--- src/rtl/present_pkg.sv ---
// present_pkg: shared constants, types and helpers for the PRESENT round datapath.
//   SBOX           - PRESENT 4-bit substitution table, index = input nibble
//   PRESENT_ROUNDS - round keys consumed per block (31 rounds + whitening key)
//   BLOCK_W        - cipher block width
//   player()       - PRESENT bit permutation
//   state_t        - datapath FSM states
package present_pkg;

  localparam int unsigned PRESENT_ROUNDS = 32;
  localparam int unsigned BLOCK_W        = 64;
  localparam int unsigned NIBBLES        = BLOCK_W / 4;

  localparam logic [3:0] SBOX [16] = '{
    4'hC, 4'h5, 4'h6, 4'hB, 4'h9, 4'h0, 4'hA, 4'hD,
    4'h3, 4'hE, 4'hF, 4'h8, 4'h4, 4'h7, 4'h1, 4'h2
  };

  typedef enum logic {
    IDLE,
    RUN
  } state_t;

  // Bit i goes to (16*i) mod 63; the top bit is a fixed point of the permutation.
  function automatic logic [BLOCK_W-1:0] player(input logic [BLOCK_W-1:0] din);
    logic [BLOCK_W-1:0] dout;
    dout = '0;
    for (int i = 0; i < 63; i++) begin
      dout[(16 * i) % 63] = din[i];
    end
    dout[63] = din[63];
    return dout;
  endfunction

endpackage

--- src/rtl/present_sbox.sv ---
// present_sbox: single 4-bit PRESENT S-box, purely combinational.
//   din  - input nibble
//   dout - substituted nibble
module present_sbox
  import present_pkg::*;
(
  input  logic [3:0] din,
  output logic [3:0] dout
);

  assign dout = SBOX[din];

endmodule

--- src/rtl/present_round_datapath.sv ---
// present_round_datapath: iterative PRESENT encryption, one round per accepted key.
//   clock, reset       - rising-edge clock, asynchronous active-high reset
//   start, plaintext   - begin a block (sampled in IDLE) and its input block
//   round_key          - current round key from the key generator
//   key_valid/ready    - handshake; a beat is key_valid && key_ready
//   round_idx          - index of the next key expected (1..ROUNDS), 0 when idle
//   busy               - high while consuming keys
//   done, ciphertext   - one-cycle pulse; ciphertext held until the next done
module present_round_datapath
  import present_pkg::*;
#(
  parameter int unsigned ROUNDS = PRESENT_ROUNDS
) (
  input  logic          clock,
  input  logic          reset,
  input  logic          start,
  input  logic [63:0]   plaintext,
  input  logic [63:0]   round_key,
  input  logic          key_valid,
  output logic          key_ready,
  output logic [5:0]    round_idx,
  output logic          busy,
  output logic          done,
  output logic [63:0]   ciphertext
);

  state_t              fsm;
  logic [BLOCK_W-1:0]  state_reg;
  logic [BLOCK_W-1:0]  mixed;
  logic [BLOCK_W-1:0]  sboxed;
  logic [BLOCK_W-1:0]  permuted;
  logic                beat;

  // addRoundKey; also the ciphertext value on the final (whitening) key
  assign mixed = state_reg ^ round_key;

  // sBoxLayer: 16 parallel S-boxes
  for (genvar g = 0; g < int'(NIBBLES); g++) begin : g_sbox
    present_sbox u_sbox (
      .din  (mixed[4*g +: 4]),
      .dout (sboxed[4*g +: 4])
    );
  end

  assign permuted = player(sboxed);
  assign beat     = key_valid && key_ready;

  // FSM, round counter (exposed directly as round_idx) and result registers
  always_ff @(posedge clock or posedge reset) begin
    if (reset) begin
      fsm        <= IDLE;
      state_reg  <= '0;
      round_idx  <= '0;
      busy       <= 1'b0;
      key_ready  <= 1'b0;
      done       <= 1'b0;
      ciphertext <= '0;
    end else begin
      done <= 1'b0;
      case (fsm)
        IDLE: begin
          if (start) begin
            fsm       <= RUN;
            state_reg <= plaintext;
            round_idx <= 6'd1;
            busy      <= 1'b1;
            key_ready <= 1'b1;
          end
        end
        RUN: begin
          if (beat) begin
            if (round_idx == 6'(ROUNDS)) begin
              ciphertext <= mixed;
              done       <= 1'b1;
              fsm        <= IDLE;
              round_idx  <= '0;
              busy       <= 1'b0;
              key_ready  <= 1'b0;
            end else begin
              state_reg <= permuted;
              round_idx <= round_idx + 6'd1;
            end
          end
        end
        default: begin
          fsm <= IDLE;
        end
      endcase
    end
  end

endmodule

--- config.mk ---
export PLATFORM = sky130hd
export DESIGN_NAME = present_round_datapath
export DESIGN_NICKNAME = d
export VERILOG_FILES = /design/src/rtl/present_pkg.sv /design/src/rtl/present_sbox.sv /design/src/rtl/present_round_datapath.sv
export SDC_FILE = /design/constraint.sdc
export NUM_CORES = 1
export LEC_CHECK = 0
export CAP_MARGIN = 0
export CORE_MARGIN = 4
export CORE_UTILIZATION = 25
export DETAILED_ROUTE_END_ITERATION = 6
export PLACE_DENSITY = 0.41
export SKIP_LAST_GASP = 1
export SLEW_MARGIN = 10
export SYNTH_ARGS = -nofsm -noshare
export SYNTH_HDL_FRONTEND = slang
export SYNTH_HIERARCHICAL = 1
export SYNTH_SLANG_ARGS = --single-unit
export TNS_END_PERCENT = 1
--- constraint.sdc ---
create_clock -name clock -period 6.2 [get_ports clock]
set_input_delay 1.55 -clock clock [delete_from_list [all_inputs] [get_ports clock]]
set_output_delay 1.55 -clock clock [all_outputs]
set_load 0.01 [all_outputs]
==> Word-level counts from Yosys, hierarchy flattened <==
Memory sizes are Yosys's and may differ from the RTL's.
Cells that the tools add are included.
{ "classes": {"n_addsub": 1, "order_cmp": 16, "n_eq_ne": 5, "mux": 51, "bitwise_logic": 18, "reduce_logical": 5} }
{ "op_table": {"columns": ["cell", "count"], "rows": [
  ["64-bit 2-to-1 mux", 3],
  ["4-bit 2-to-1 mux", 32],
  ["64-bit case mux with 2 select lines", 1],
  ["5-bit greater-or-equal comparator (second input constant)", 16],
  ["4-bit NOT with 5-bit output", 16],
  ["64-bit bitwise XOR", 1],
  ["6-bit 2-to-1 mux", 3],
  ["6-bit case mux with 2 select lines", 1],
  ["1-bit 2-to-1 mux", 9],
  ["3-bit AND reduction", 3],
  ["6-bit by 1-bit adder with 6-bit output (second input constant)", 1],
  ["6-bit == test (second input constant)", 1],
  ["2-bit by 1-bit != test with 1-bit output (second input constant)", 2],
  ["2-bit != test (second input constant)", 2],
  ["1-bit case mux with 2 select lines", 2],
  ["2-bit AND reduction", 1],
  ["1-bit logical AND", 1],
  ["1-bit NOT", 1]
]} }
{ "word_totals": {"register_bits": 137, "romBits": 1024, "in_bits": 132, "output_inout_bits": 73, "elab_cells": 118, "memories": 16} }
{ "mem_list": {"columns": ["memory", "words", "word_bits", "rd", "rd_ports_with_merged_regs", "wr", "line", "rtl"], "rows": [
  ["(name not given)", 16, 4, 1, 0, 0, "present_sbox.sv:11", "assign dout = SBOX[din];"],
  ["(name not given)", 16, 4, 1, 0, 0, "present_sbox.sv:11", null],
  ["(name not given)", 16, 4, 1, 0, 0, "present_sbox.sv:11", null],
  ["(name not given)", 16, 4, 1, 0, 0, "present_sbox.sv:11", null],
  ["(name not given)", 16, 4, 1, 0, 0, "present_sbox.sv:11", null],
  ["(name not given)", 16, 4, 1, 0, 0, "present_sbox.sv:11", null],
  ["+10 memories", null, null, null, null, null, null, null]
]} }

==> Depth between registers and ports, before layout <==
{ "depth": {"word_depth": 8, "mapped_depth": 8} }

==> Modules after synthesis <==
The synthesis kept the hierarchy.
{ "by_module_without_submodules": {"columns": ["module", "n_inst", "cells_per_inst", "area_each_um2", "seq_area_each_um2"], "rows": [
  ["present_round_datapath", 1, 536, 6533.8, 3428.3],
  ["present_sbox", 16, 18, 185.2, 0.0]
]} }

==> Least setup slack after synthesis <==
OpenSTA, ideal clock, no wires.
{ "synth_path": {"path_kind": "in2reg", "startpoint": "input port round_key[0]", "endpoint": "register state_reg[32]", "setup_time_ps": 126, "t_arrival_ps": 2986, "t_required_ps": 6074, "setup_slack_ps": 3088, "stages": 6, "n_path_buf": 0, "path_cell_list": "xor2_1 -> inv_1 -> ha_1 -> mux4_2 -> mux2i_1 -> a21oi_1"} }
{ "synth_via": {"elab_chain_len": 8} }
{ "synth_lines": {"columns": ["item", "line", "rtl"], "rows": [
  ["start, declared", "present_round_datapath.sv:18", "input logic [63:0] round_key,"],
  ["64-bit bitwise XOR", "present_round_datapath.sv:35", "assign mixed = state_reg ^ round_key;"],
  ["4-bit NOT with 5-bit output (not written as such)", "present_sbox.sv:11", null],
  ["memory read 16 x 4 bit", null, null],
  ["4-bit 2-to-1 mux (not written as such) (2 in a row)", "present_sbox.sv:11", null],
  ["via permuted[32]", "present_round_datapath.sv:31", "logic [BLOCK_W-1:0] permuted;"],
  ["64-bit 2-to-1 mux", "present_round_datapath.sv:72", "if (round_idx == 6'(ROUNDS)) begin"],
  ["64-bit 2-to-1 mux", "present_round_datapath.sv:71", "if (beat) begin"],
  ["64-bit case mux with 2 select lines", "present_round_datapath.sv:60", "case (fsm)"],
  ["end signal, assigned", "present_round_datapath.sv:64", "state_reg <= plaintext;"],
  ["end signal, assigned", "present_round_datapath.sv:80", "state_reg <= permuted;"],
  ["end, declared", "present_round_datapath.sv:28", "logic [BLOCK_W-1:0] state_reg;"]
]} }
The timed path passes the listed nets, and every way through them passes these cells. The select of a mux whose other input is x is not followed.
A chain may end at the register's enable or synchronous reset.

==> Worst setup path in the final report <==
{ "layout_path": {"startpoint": "input port key_valid", "endpoint": "register state_reg[60]"} }
{ "layout_via": {"elab_chain_len": 3} }
{ "layout_lines": {"columns": ["item", "line", "rtl"], "rows": [
  ["start, declared", "present_round_datapath.sv:19", "input logic key_valid,"],
  ["1-bit logical AND", "present_round_datapath.sv:46", "assign beat = key_valid && key_ready;"],
  ["2-bit by 1-bit != test with 1-bit output (no line)", null, null],
  ["3-bit AND reduction (no line)", null, null]
]} }
No other way between the ends.

==> impl_metrics.yaml <==
status:
  status: "finished clean"
detailed_routing:
  drt_iter0_markers: 214
  antenna_left: 0
  drc: 0
  routed_wl_um: 31300
  routedWlPerCell_um: 20.5
  vias: 6851
  vias_per_cell: 4.50
  dr.pass1.iters: 4
clock_network:
  ctsRootBufferMaster: "clkbuf_16"
  cts_resized: 0
  cts_setup_buffers: 0
  cts_buffers: 17
  clk_latency_ns: 0.43
  htreeDepth: 4
  clk_pin_slew_ns: 0.06
  cts_buffer_depth: 2
  cts_hold_buf: 0
  cts_tree: "yes"
  cts.sinks: 137
global_routing:
  grt_antenna_before_repair: 7
  grt_max_degree: 72
  grt_pass1_wl_um: 47000
  grt_pass1_vias: 7227
  grt_usage: 0.152
  overflow: 0
synthesis:
  synth_compound_area_frac: 0.0906
  synth_nets: 1038
  yosys.area_share.simple: 0.0573
  synth_seq_area_share: 0.361
  synth_cells: 824
  synthMuxAreaShare: 0.247
  ys_top_cells_by_area: "dfrtp_1 36%, ha_1 11%, mux2i_1 8.4%"
  synth_most_common_cell: "dfrtp_1"
  synth-edff-count: 0
  synth-main-ff-cell: "dfrtp_1"
  syn_area_um2: 9500
  yosys.area.top_type: "dfrtp_1"
  synth_top_area_share: 0.361
  synth.distinct_cells: 33
  avgSynthCellArea_um2: 11.5
  synthArstFlopShare: 1.00
  ys_warn_count: 6
  synth_xor_area_frac: 0.0747
  synth_fa_ha_area_frac: 0.108
  synth_top_family_by_area: "multiplexers"
  ys_ff_latch: 137
  ys_top_cells_by_count: "137 x dfrtp_1, 82 x ha_1, 80 x mux2i_1, 66 x a21oi_1, 65 x xor2_1"
job:
  cap_violations: 0
power_and_ir_drop:
  peakVddDrop_mv: 0.220
  p_int_w: 0.00346
  p_per_area_nw_per_um2: 469
  p_leak_nw: 5.84
  seq_power_share: 0.240
  power_frac_comb: 0.568
  p_sw_frac: 0.412
  clkPwrFrac: 0.192
  p_sw_w: 0.00242
timing:
  rsz0062_at_grt: "no"
  min_period_ns: 3.54
  tightest_slew_ns: 0.938
  max_freq_mhz: 282
  hold_viol: 0
  clock_skew_ns: 0.00965
  finalSetupTns_ns: 0
  finalMaxSlewViolations: 0
  finalCritPeriodShare: 0.572
  max-slew-margin-rel: 0.375
  finalSetupViolCount: 0
critical_path:
  end_kind: "register"
  criticalPathCategory: "input pin to register"
  crit_fanout: 34
  cp-start-kind: "input pin"
  worstPathArrival_ns: 3.84
  required_ns: 6.49
  r2r_setup_slack_ns: 3.32
die:
  coreArea_um2: 37600
  dieHeight_um: 203
  initial_core_util: 0.253
  dieArea_um2: 41200
  ios: 205
  die_w_um: 203
  num_rows: 71
finish:
  diodes: 0
  post-route-util: 0.333
  final_cells: 1524
  nets: 1214
  drive_gt1_frac: 0.104
  nFillCells: 3806
  area_delta_synth_final_pct: 31.9
placement:
  placed_cells: 1492
  gp_congestion: 0.797
  port-buffer-count: 204
  hpwl_um: 22800
hold_path:
  hp-class: "register to register"
-- cells in the final DEF (no fill, tap or decap), types with 6 or more instances in the layout --
master,synthesis,routed
o21a_1,18,18
buf_4,1,6
nor3b_1,16,16
mux2i_1,80,80
mux2_1,37,37
mux4_2,32,32
inv_1,53,52
ha_1,82,82
o21ai_0,18,18
nor3_1,64,64
xnor2_1,16,16
clkbuf_16,0,17
dfrtp_1,137,136
mux2_4,27,27
o2bb2ai_1,16,16
o21bai_1,16,16
a21oi_1,66,66
xor2_1,65,65
clkdlybuf4s50_1,0,204
-- kinds of logic after synthesis --
kind of cell,count (synthesis)
fa+ha+maj,82
mux,176
xor+xnor,81
simple gates,100
compound gates,140
flops,137
buf+inv,108
-- stage by stage --
stage	total power [W]	cell area [um^2]	setup slack [ns]	hold slack, ns
after floorplan	0.00386	9500	0.982	0.524
after global routing	0.00641	12500	2.53	0.510
after global placement	0.00484	11900	2.20	0.479
after CTS	0.00603	12500	2.67	0.499
final	0.00588	12500	2.66	0.490
after detailed placement	0.00486	11900	2.19	0.480
-- worst max-delay path, stage by stage --
cell,delay (ns)
clkdlybuf4s50_1,0.47
nand3_1,0.18
a31oi_4,0.23
or2_2,0.69
buf_4,0.54
a21oi_1,0.13
-- final cells by class --
class | count | area [um^2] | share of cell area
Multi-Input combinational cell | 579 | 5510 | 0.440
Clock inverter | 12 | 173 | 0.0138
Clock buffer | 20 | 457 | 0.0365
Sequential cell | 137 | 3430 | 0.274
Tap cell | 511 | 639 | 0.0511
Inverter | 54 | 208 | 0.0166
Timing Repair Buffer | 211 | 2110 | 0.168
-- power groups by stage --
stage	combinational, W	clock [W]	sequential [W]
floorplan	0.00248	0	0.00138
global placement	0.00340	0	0.00144
detailed placement	0.00342	0	0.00144
CTS	0.00343	0.00117	0.00142
global route	0.00375	0.00121	0.00145
finish	0.00334	0.00113	0.00141
-- path summary, 6_finish.rpt --
path,endpoint,cells after the start,start
max,state_reg[60],6,key_valid
min,ciphertext[31],1,ciphertext[31]
max reg2reg,state_reg[60],5,fsm
min reg2reg,ciphertext[31],1,ciphertext[31]
max in group asynchronous,ciphertext[18],3,reset
min in group asynchronous,ciphertext[44],2,reset
-- metal layers --
layer | global-route usage | wire length (um) | vias up
met2 | 0.245 | 14700 | 150
met4 | 0.0306 | 279 | 14
met1 | 0.202 | 14400 | 3391
met5 | 0 | 71 | -
met3 | 0.0490 | 1860 | 23
li1 | - | - | 3273
Power figures use the tool's default switching activity.
